**src/rtl/seg_pkg.sv**
```systemverilog
// Shared definitions for the seven-segment scan receiver: glyph codes,
// digit count, FSM state encoding and the digit-select decoder.
package seg_pkg;

  localparam int DIGITS = 4;

  // Active-low gfedcba patterns of the sixteen hex glyphs.
  localparam logic [6:0] SEG_0 = 7'h40;
  localparam logic [6:0] SEG_1 = 7'h79;
  localparam logic [6:0] SEG_2 = 7'h24;
  localparam logic [6:0] SEG_3 = 7'h30;
  localparam logic [6:0] SEG_4 = 7'h19;
  localparam logic [6:0] SEG_5 = 7'h12;
  localparam logic [6:0] SEG_6 = 7'h02;
  localparam logic [6:0] SEG_7 = 7'h78;
  localparam logic [6:0] SEG_8 = 7'h00;
  localparam logic [6:0] SEG_9 = 7'h10;
  localparam logic [6:0] SEG_A = 7'h08;
  localparam logic [6:0] SEG_B = 7'h03;
  localparam logic [6:0] SEG_C = 7'h46;
  localparam logic [6:0] SEG_D = 7'h21;
  localparam logic [6:0] SEG_E = 7'h06;
  localparam logic [6:0] SEG_F = 7'h0E;
  localparam logic [6:0] SEG_BLANK = 7'h7F;

  typedef enum logic [1:0] {
    IDLE,
    SETTLE,
    ACCEPT,
    HOLD
  } scan_state_e;

  typedef struct packed {
    logic       valid;
    logic [1:0] idx;
  } sel_dec_t;

  // Active-low one-hot select to digit index; blank or multi-low is "no digit".
  function automatic sel_dec_t decode_sel(input logic [DIGITS-1:0] sel);
    sel_dec_t r;
    r = '{valid: 1'b0, idx: 2'd0};
    case (sel)
      4'b1110: r = '{valid: 1'b1, idx: 2'd0};
      4'b1101: r = '{valid: 1'b1, idx: 2'd1};
      4'b1011: r = '{valid: 1'b1, idx: 2'd2};
      4'b0111: r = '{valid: 1'b1, idx: 2'd3};
      default: r = '{valid: 1'b0, idx: 2'd0};
    endcase
    return r;
  endfunction

endpackage

```
**src/rtl/seg7_glyph_dec.sv**
```systemverilog
// Combinational seven-segment glyph decoder: active-low gfedcba pattern to
// hex value, with a flag for patterns that are not one of the sixteen glyphs.
module seg7_glyph_dec
  import seg_pkg::*;
(
  input  logic [6:0] seg,
  output logic [3:0] val,
  output logic       valid
);

  always_comb begin
    // NOTE: every output gets a default before the case so no path leaves
    // it unassigned; otherwise synthesis would infer a latch.
    val   = 4'h0;
    valid = 1'b1;
    case (seg)
      SEG_0:   val = 4'h0;
      SEG_1:   val = 4'h1;
      SEG_2:   val = 4'h2;
      SEG_3:   val = 4'h3;
      SEG_4:   val = 4'h4;
      SEG_5:   val = 4'h5;
      SEG_6:   val = 4'h6;
      SEG_7:   val = 4'h7;
      SEG_8:   val = 4'h8;
      SEG_9:   val = 4'h9;
      SEG_A:   val = 4'hA;
      SEG_B:   val = 4'hB;
      SEG_C:   val = 4'hC;
      SEG_D:   val = 4'hD;
      SEG_E:   val = 4'hE;
      SEG_F:   val = 4'hF;
      default: valid = 1'b0;
    endcase
  end

endmodule

```
**src/rtl/seg_scan_rx.sv**
```systemverilog
// Receiver for a multiplexed seven-segment scan: synchronises seg/sel,
// debounces each digit visit, and commits a full four-digit frame.
module seg_scan_rx
  import seg_pkg::*;
#(
  parameter int STABLE_CYCLES = 4,
  parameter int STALL_CYCLES  = 4096
) (
  input  logic        clk,
  input  logic        rst,
  input  logic [7:0]  seg_in,
  input  logic [3:0]  sel_in,
  output logic [15:0] digits,
  output logic [3:0]  dp,
  output logic        frame_valid,
  output logic        bad_pattern,
  output logic        stall
);

  localparam int                 STALL_W    = $clog2(STALL_CYCLES + 1);
  localparam logic [7:0]         STABLE_MAX = 8'(STABLE_CYCLES);
  localparam logic [STALL_W-1:0] STALL_MAX  = STALL_W'(STALL_CYCLES);

  logic [7:0]        seg_s1, seg_s2, prev_seg;
  logic [DIGITS-1:0] sel_s1, sel_s2, prev_sel;

  scan_state_e state;
  logic [7:0]  stab_cnt;
  logic [1:0]  idx;
  logic [7:0]  cap_seg;
  logic [DIGITS-1:0] acc_sel;
  logic [DIGITS-1:0][3:0] shadow_val;
  logic [DIGITS-1:0] shadow_dp;
  logic [DIGITS-1:0] mask;
  logic [STALL_W-1:0] stall_cnt;

  sel_dec_t   cur;
  logic       same;
  logic       sel_changed;
  logic       enter;
  logic [7:0] stab_next;
  logic [3:0] glyph_val;
  logic       glyph_ok;

  // Two-flop synchroniser plus a one-cycle history for change detection.
  always_ff @(posedge clk or negedge rst) begin
    if (!rst) begin
      seg_s1   <= '0;
      seg_s2   <= '0;
      sel_s1   <= '0;
      sel_s2   <= '0;
      prev_seg <= '0;
      prev_sel <= '0;
    end else begin
      // NOTE: non-blocking assignments let every flop sample the old value
      // of its predecessor, which is what makes this a real shift chain.
      seg_s1   <= seg_in;
      seg_s2   <= seg_s1;
      sel_s1   <= sel_in;
      sel_s2   <= sel_s1;
      prev_seg <= seg_s2;
      prev_sel <= sel_s2;
    end
  end

  seg7_glyph_dec u_glyph (
    .seg   (cap_seg[6:0]),
    .val   (glyph_val),
    .valid (glyph_ok)
  );

  always_comb begin
    cur         = decode_sel(sel_s2);
    same        = ({seg_s2, sel_s2} == {prev_seg, prev_sel});
    sel_changed = (sel_s2 != prev_sel);
    stab_next   = stab_cnt + 8'd1;
    enter       = 1'b0;
    // A new visit starts on a valid select seen from IDLE, from a disturbed
    // SETTLE, or once HOLD sees the select move away from the accepted one.
    case (state)
      IDLE:    enter = cur.valid;
      SETTLE:  enter = cur.valid && !same;
      HOLD:    enter = cur.valid && (sel_s2 != acc_sel);
      default: enter = 1'b0;
    endcase
  end

  always_ff @(posedge clk or negedge rst) begin
    if (!rst) begin
      state       <= IDLE;
      stab_cnt    <= '0;
      idx         <= '0;
      cap_seg     <= {1'b1, SEG_BLANK};
      acc_sel     <= '1;
      // NOTE: the shadow registers are reset on purpose so a partial frame
      // cannot leak into the first commit after reset.
      shadow_val  <= '0;
      shadow_dp   <= '0;
      mask        <= '0;
      digits      <= '0;
      dp          <= '0;
      frame_valid <= 1'b0;
      bad_pattern <= 1'b0;
    end else begin
      frame_valid <= 1'b0;

      // Commit runs in the HOLD cycle after the last ACCEPT, so it never
      // competes with a mask update from ACCEPT.
      if (mask == '1) begin
        digits      <= shadow_val;
        dp          <= shadow_dp;
        frame_valid <= 1'b1;
        mask        <= '0;
      end

      if (enter) begin
        idx      <= cur.idx;
        acc_sel  <= sel_s2;
        cap_seg  <= seg_s2;
        stab_cnt <= 8'd1;
        state    <= (STABLE_MAX == 8'd1) ? ACCEPT : SETTLE;
      end else begin
        case (state)
          IDLE: ;
          SETTLE: begin
            if (same) begin
              stab_cnt <= stab_next;
              cap_seg  <= seg_s2;
              if (stab_next == STABLE_MAX) state <= ACCEPT;
            end else begin
              state <= IDLE;
            end
          end
          ACCEPT: begin
            shadow_val[idx] <= glyph_val;
            shadow_dp[idx]  <= ~cap_seg[7];
            mask[idx]       <= 1'b1;
            if (!glyph_ok) bad_pattern <= 1'b1;
            state <= HOLD;
          end
          HOLD: begin
            if (sel_s2 != acc_sel) state <= IDLE;
          end
          default: state <= IDLE;
        endcase
      end
    end
  end

  // Idle-scan watchdog, saturating so stall stays up until sel moves.
  always_ff @(posedge clk or negedge rst) begin
    if (!rst) begin
      stall_cnt <= '0;
    end else if (sel_changed) begin
      stall_cnt <= '0;
    end else if (stall_cnt != STALL_MAX) begin
      stall_cnt <= stall_cnt + 1'b1;
    end
  end

  assign stall = (stall_cnt == STALL_MAX);

endmodule

```
**config.mk**
```make
export PLATFORM = sky130hd
export DESIGN_NAME = seg_scan_rx
export DESIGN_NICKNAME = d
export VERILOG_FILES = /design/src/rtl/seg_pkg.sv /design/src/rtl/seg7_glyph_dec.sv /design/src/rtl/seg_scan_rx.sv
export SDC_FILE = /design/constraint.sdc
export NUM_CORES = 1
export LEC_CHECK = 0
export CAP_MARGIN = 30
export CORE_MARGIN = 2
export CORE_UTILIZATION = 52
export DETAILED_ROUTE_END_ITERATION = 8
export PLACE_DENSITY_LB_ADDON = 0.25
export SYNTH_ARGS = -nofsm -noshare
export SYNTH_HDL_FRONTEND = slang
export SYNTH_SLANG_ARGS = --single-unit
export TNS_END_PERCENT = 10
```
**constraint.sdc**
```tcl
create_clock -name clk -period 2 [get_ports clk]
set_input_delay 0.6 -clock clk [delete_from_list [all_inputs] [get_ports clk]]
set_output_delay 0.6 -clock clk [all_outputs]
set_load 0.01 [all_outputs]
```
==> results.yml, run 1 <==
status:
  status: "finished, violations left"
  failed_checks: "setup timing"
timing:
  period_share: 1.09
  rsz0062_at_grt: "yes"
  skew_ns: 0.00833
  fmax_mhz: 459
  setup_tns_ns: -0.508
  worstMarginPinSlew_ns: 0.558
  setup_ws_ns: -0.178
  finalCriticalPeriod_ns: 2.18
  final-setup-viol-count: 8
  slew_viol_final: 0
  hold_viol: 0
  slew_headroom: 0.628
yosys:
  synth_area_sq_mm: 0.00501
  syn-mean-instance-area_sq_um: 10.6
  async_reset_ff_frac: 1.00
  synth_edf_count: 0
  synth_fa_ha_area_frac: 0.0200
  synthCells: 474
  syn-num-nets: 496
  yosysSeqAreaShare: 0.597
  synth-simple-area-share: 0.187
  muxShareOfSynthArea: 0.0222
  synth_top_family_by_area: "simple AND/OR/NAND/NOR gates"
  yosysWarnings: 0
  synth-xor-area-share: 0.0639
  synth_compound_area_frac: 0.0819
  synth-seq-cells: 119
  ys_types: 52
  synthFlopType: "dfrtp_1"
power:
  peakVddDrop_mv: 0.563
  power_uw: 7110
  p_leak_uw: 0.00317
  power_per_cell_area_mw_per_mm2: 1060
floorplan:
  start_util: 0.540
  fp.coreArea_sq_mm: 0.00928
  die_w_um: 102
  die_y_um: 102
  fp-row-count: 35
  ios: 37
  die_area_sq_mm: 0.0104
placed_design:
  portBuffers: 36
  gp_congestion: 0.917
  place_ws_ns: -0.201
  dpl.hpwl_um: 6570
finish:
  fill_cells: 663
  final_nets: 587
  multiInputGateArea_sq_mm: 0.00212
  area_delta_synth_final_pct: 34.1
  ff_latch_area_sq_mm: 0.00299
  drive_gt1_frac: 0.265
  n_antenna_cell: 0
setup_path:
  crit_type: "flip-flop to output pin"
  reg2regPathDepth: 6
  reg2reg_to: "state[1]"
  cp.required_ns: 1.40
  endpoint: "stall"
  rrSetupSlack_ns: -0.14
  crit_path_end_kind: "output pin"
  worst_setup_path_start_kind: "flip-flop"
  crit_fanout: 2
  crit_start: "stall_cnt[1]"
  cp.arrival_ns: 1.58
  rr_startpoint: "sel_s2[2]"
routing:
  drtAntennaViolNets: 0
  via_per_inst: 5.32
  first_iter_violations: 246
  vias: 3760
  met3WireLength_um: 472
  drt_pre_antenna_iters: 5
  wl_met1_um: 4470
  highest_layer: "met4"
  route.met2.wl_um: 5100
  drc: 0
  routed_wl_um: 10300
  wl_per_cell_um: 14.6
global_routing:
  grt_pass1_vias: 3736
  grt_remaining_overflow: 0
  grt_pass1_wl_um: 17600
  antenna_found_initial: 0
  grt_use_total: 0.221
  grt_max_degree: 39
clocking:
  worstSkewPairLatency_ns: 0.51
  cts.clk_slew.worst_paths_ns: 0.06
  cts_tree: "done"
  cts_max_path_buffers: 2
  cts_htree_levels: 4
  clock_sinks: 119
  cts-root-buf: "clkbuf_8"
  numCtsBuffers: 17
hold_path:
  hp-class: "input port to asynchronous set/reset pin"
job:
  maxCapViolCount: 0
[report_power, final]
part           internal (uW)  switching, uW
registers               2690            302
logic                    631            611
clock network           1780           1100
total                   5100           2010
[area by class of cell]
| type | instances | area share |
|---|---|---|
| Clock buffer | 18 | 0.0622 |
| Timing Repair Buffer | 94 | 0.122 |
| Tap cell | 129 | 0.0240 |
| Clock inverter | 14 | 0.0227 |
| Inverter | 14 | 0.00782 |
| Sequential cell | 119 | 0.446 |
| Multi-Input combinational cell | 319 | 0.316 |
[through the flow]
stage | hold slack (ns) | cell area [sq um] | std cells | util
detailed placement | 0.335 | 5870 | 667 | 0.632
finish | 0.0192 | 6720 | 707 | 0.724
CTS | 0.0158 | 6600 | 704 | 0.711
global route | 0.0338 | 6720 | 707 | 0.724
global placement | 0.332 | 5870 | 667 | 0.632
floorplan | 0.304 | 5050 | 474 | -
[per-layer routing]
layer  global-route usage  up-vias
met3               0.0547       24
met1                0.276     1846
met5                    0        -
li1                     -     1785
met2                0.357      105
met4                0.116        0
[synthesized netlist by cell type (all sizes together), types with 3 or more instances]
cell,number,area share
o21ai,31,0.031
buf,5,0.0050
nand4,11,0.015
a31o,3,0.0052
dfstp,12,0.063
nand3b,4,0.0060
xor2,6,0.010
dfrtp,107,0.53
mux2,9,0.020
a21oi,10,0.010
nand2,109,0.082
xnor2,28,0.053
nand3,11,0.011
or3,5,0.0072
inv,14,0.010
or4,3,0.0045
ha,8,0.020
nor3,7,0.0070
clkbuf,17,0.013
nor4,3,0.0037
nor2,33,0.025
a21o,3,0.0045
[logic make-up (layout without fill, tap and decap cells)]
group,Yosys count,count (layout)
multiplexers,10,10
buffers and inverters,36,140
AO/OA/AOI/OAI,65,65
XOR/XNOR,34,34
adder cells (fa/ha/maj),8,8
flip-flops,119,119
AND/OR/NAND/NOR,202,202
[worst max-delay path: stages (launching register included)]
cell and delay [ns]:
dfrtp_1 0.39, inv_2 0.08, ha_4 0.12, nor4b_4 0.17, nand3_1 0.12, inv_1 0.09, buf_6 0.10
[cells in the final DEF, fill, tap and decap left out, types with 12 or more instances in the layout]
cell type / netlist / layout
nor2_1: 33 / 32
nand2_1: 108 / 108
dfstp_2: 12 / 12
dlygate4sd2_1: 0 / 21
dfrtp_1: 107 / 106
o21ai_0: 31 / 30
xnor2_1: 25 / 17
inv_1: 14 / 12
buf_4: 0 / 52
clkbuf_16: 0 / 16
clkdlybuf4s50_1: 0 / 13
[repair_timing]
action                     CTS  global route
setup buffers                5             3
pin swaps                   14            11
gates cloned                 0             0
setup endpoints to repair   39            23
hold buffers                 0             0
gates resized for setup     54            14
[state kept, by name, summed over array words and instances, names as in the netlist]
name         count
acc_sel          4
bad_pattern      1
cap_seg          8
digits          16
dp               4
frame_valid      1
idx              2
mask             4
prev_seg         8
prev_sel         4
seg_s1           8
seg_s2           8
sel_s1           4
sel_s2           4
shadow_dp        4
shadow_val      16
stab_cnt         8
stall_cnt       13
state            2
[worst min-delay path by stage]
stage,start,endpoint,slack (ns),depth (start not counted)
floorplan,rst,bad_pattern,0.30,0
global placement,seg_s1[4],seg_s2[4],0.33,0
detailed placement,seg_s1[0],seg_s2[0],0.33,0
CTS,rst,digits[4],0.02,1
global route,rst,digits[4],0.03,1
finish,rst,digits[4],0.02,1
Power figures use the tool's default switching activity.
==> run 2: changes to the inputs <==
CORE_UTILIZATION = 58   (was 52)
SLEW_MARGIN = 10   (was not set)
clock period = 2.1 ns   (was 2 ns; I/O delays follow)
==> results.yml, run 2 (same netlist as run 1, synthesis figures left out) <==
setup_path:
  slowest_delay_ns: 0.39
  cp_num_buf_inv: 3
  crit_chain: "inv_2 -> ha_4 -> nor4b_4 -> nand3_1 -> inv_1 -> buf_2"
  rr_startpoint: "seg_s2[3]"
  cp.required_ns: 1.47
  worst_setup_path_start_kind: "flip-flop"
  crit_type: "flip-flop to output pin"
  crit_fanout: 2
  rrSetupSlack_ns: -0.12
  reg2reg_to: "state[1]"
  reg2regPathDepth: 6
  cp_top_family: "flip-flops"
  cp.arrival_ns: 1.63
  slowest_stage: "dfrtp_1"
  crit_path_end_kind: "output pin"
timing:
  rsz0062_at_grt: "yes"
  slew_headroom: 0.578
  final-setup-viol-count: 2
  finalCriticalPeriod_ns: 2.26
  hold_viol: 0
  worstMarginPinSlew_ns: 0.633
  setup_ws_ns: -0.160
  slew_viol_final: 0
  setup_tns_ns: -0.282
  period_share: 1.08
  fmax_mhz: 442
  skew_ns: 0.00589
clocking:
  ctsHoldBuffers: 0
  clock_sinks: 119
  cts.clk_slew.worst_paths_ns: 0.06
  cts_max_path_buffers: 2
  numCtsBuffers: 17
  cts-root-buf: "clkbuf_8"
  cts_tree: "done"
  cts_htree_levels: 4
  worstSkewPairLatency_ns: 0.52
power:
  clkPwrFrac: 0.425
  power_per_cell_area_mw_per_mm2: 1050
  p_leak_uw: 0.00294
  seq_power_share: 0.424
  peakVddDrop_mv: 0.770
  sw_frac_of_total: 0.279
  p_int_uw: 4870
  power_switching_uw: 1880
  combPwrFrac: 0.151
global_routing:
  grt_use_total: 0.238
  grt_remaining_overflow: 0
  grt_max_degree: 120
  grt_pass1_vias: 3839
  grt_pass1_wl_um: 17900
  antenna_found_initial: 0
placed_design:
  gp_congestion: 0.777
  dpl_cell_area_sq_mm: 0.00569
  place_ws_ns: -0.120
  dpl.hpwl_um: 6110
  portBuffers: 36
floorplan:
  ios: 37
  die_w_um: 97.0
  die_y_um: 97.0
  start_util: 0.604
  fp.coreArea_sq_mm: 0.00830
  die_area_sq_mm: 0.00940
  fp-row-count: 33
finish:
  reg_top3: "digits x16, shadow_val x16, stall_cnt x13"
  post-route-cell-area_sq_mm: 0.00642
  n_antenna_cell: 0
  final_common_cell: "nand2_1"
  final_nets: 566
  drive_gt1_frac: 0.217
  final_cell_mix: "nand2_1 (108), dfrtp_1 (107), buf_4 (36), nor2_1 (33), clkdlybuf4s50_1 (33)"
  area_delta_synth_final_pct: 28.1
routing:
  drc: 0
  via_per_inst: 5.63
  vias: 3728
  routed_wl_um: 10600
  first_iter_violations: 247
  wl_per_cell_um: 16.0
  drtAntennaViolNets: 0
  drt_pre_antenna_iters: 5
hold_path:
  hp-class: "input port to asynchronous set/reset pin"
job:
  maxCapViolCount: 0
status:
  status: "finished, violations left"
  failed_checks: "setup timing"
## run 2: cell types whose count changed in the layout (fill, tap and decap cells not counted), sizes merged
cell           change
buf               -21
clkdlybuf4s50     +20
dlygate4sd2       -20
bufinv             +1
clkinv             -1
## run 2: cell type report
type / count / area (sq um)
clock inverter: 14 / 174
tap: 105 / 131
timing repair buffer: 73 / 646
clock buffer: 18 / 418
multi-input combinational: 319 / 2010
inverter: 14 / 52.6
sequential: 119 / 2990
fill: 525 / 1880
## run 2: power groups by stage
stage | clock [uW] | sequential, uW | combinational (uW)
5_1_grt | 3010 | 2900 | 1130
6_report | 2870 | 2860 | 1020
3_5_place_dp | 0 | 2880 | 950
2_1_floorplan | 0 | 2690 | 831
3_3_place_gp | 0 | 2860 | 915
4_1_cts | 2890 | 2850 | 1010
## run 2: worst max path at each step
| stage | start | endpoint | slack, ns | cells after the start |
|---|---|---|---|---|
| 2_1_floorplan | sel_s2[1] | state[1] | -0.02 | 7 |
| 3_3_place_gp | sel_s2[3] | state[1] | -0.02 | 7 |
| 3_5_place_dp | sel_s2[3] | state[1] | -0.12 | 7 |
| 4_1_cts | stall_cnt[1] | stall | -0.12 | 6 |
| 5_1_grt | stall_cnt[1] | stall | -0.24 | 6 |
| 6_report | stall_cnt[1] | stall | -0.16 | 6 |
## run 2: routing by layer
| layer | part of all wire | routed length [um] | global-route usage |
|---|---|---|---|
| met1 | 0.41 | 4360 | 0.294 |
| met2 | 0.51 | 5450 | 0.396 |
| met3 | 0.044 | 470 | 0.0658 |
| met4 | 0.030 | 314 | 0.101 |
| met5 | 0 | 0 | 0 |
## run 2: timing repair
action	CTS	global route
resized for setup	19	9
endpoints found under the setup margin	16	15
setup buffers	2	2
pin swaps	1	1
## run 2: metrics by stage
stage,hold WS (ns),util,power [uW],std cells
after global routing,0.230,0.774,7050,662
after global placement,0.331,0.686,3770,626
after CTS,0.223,0.767,6750,660
after floorplan,0.331,-,3520,474
final,0.142,0.774,6750,662
after detailed placement,0.335,0.686,3830,626
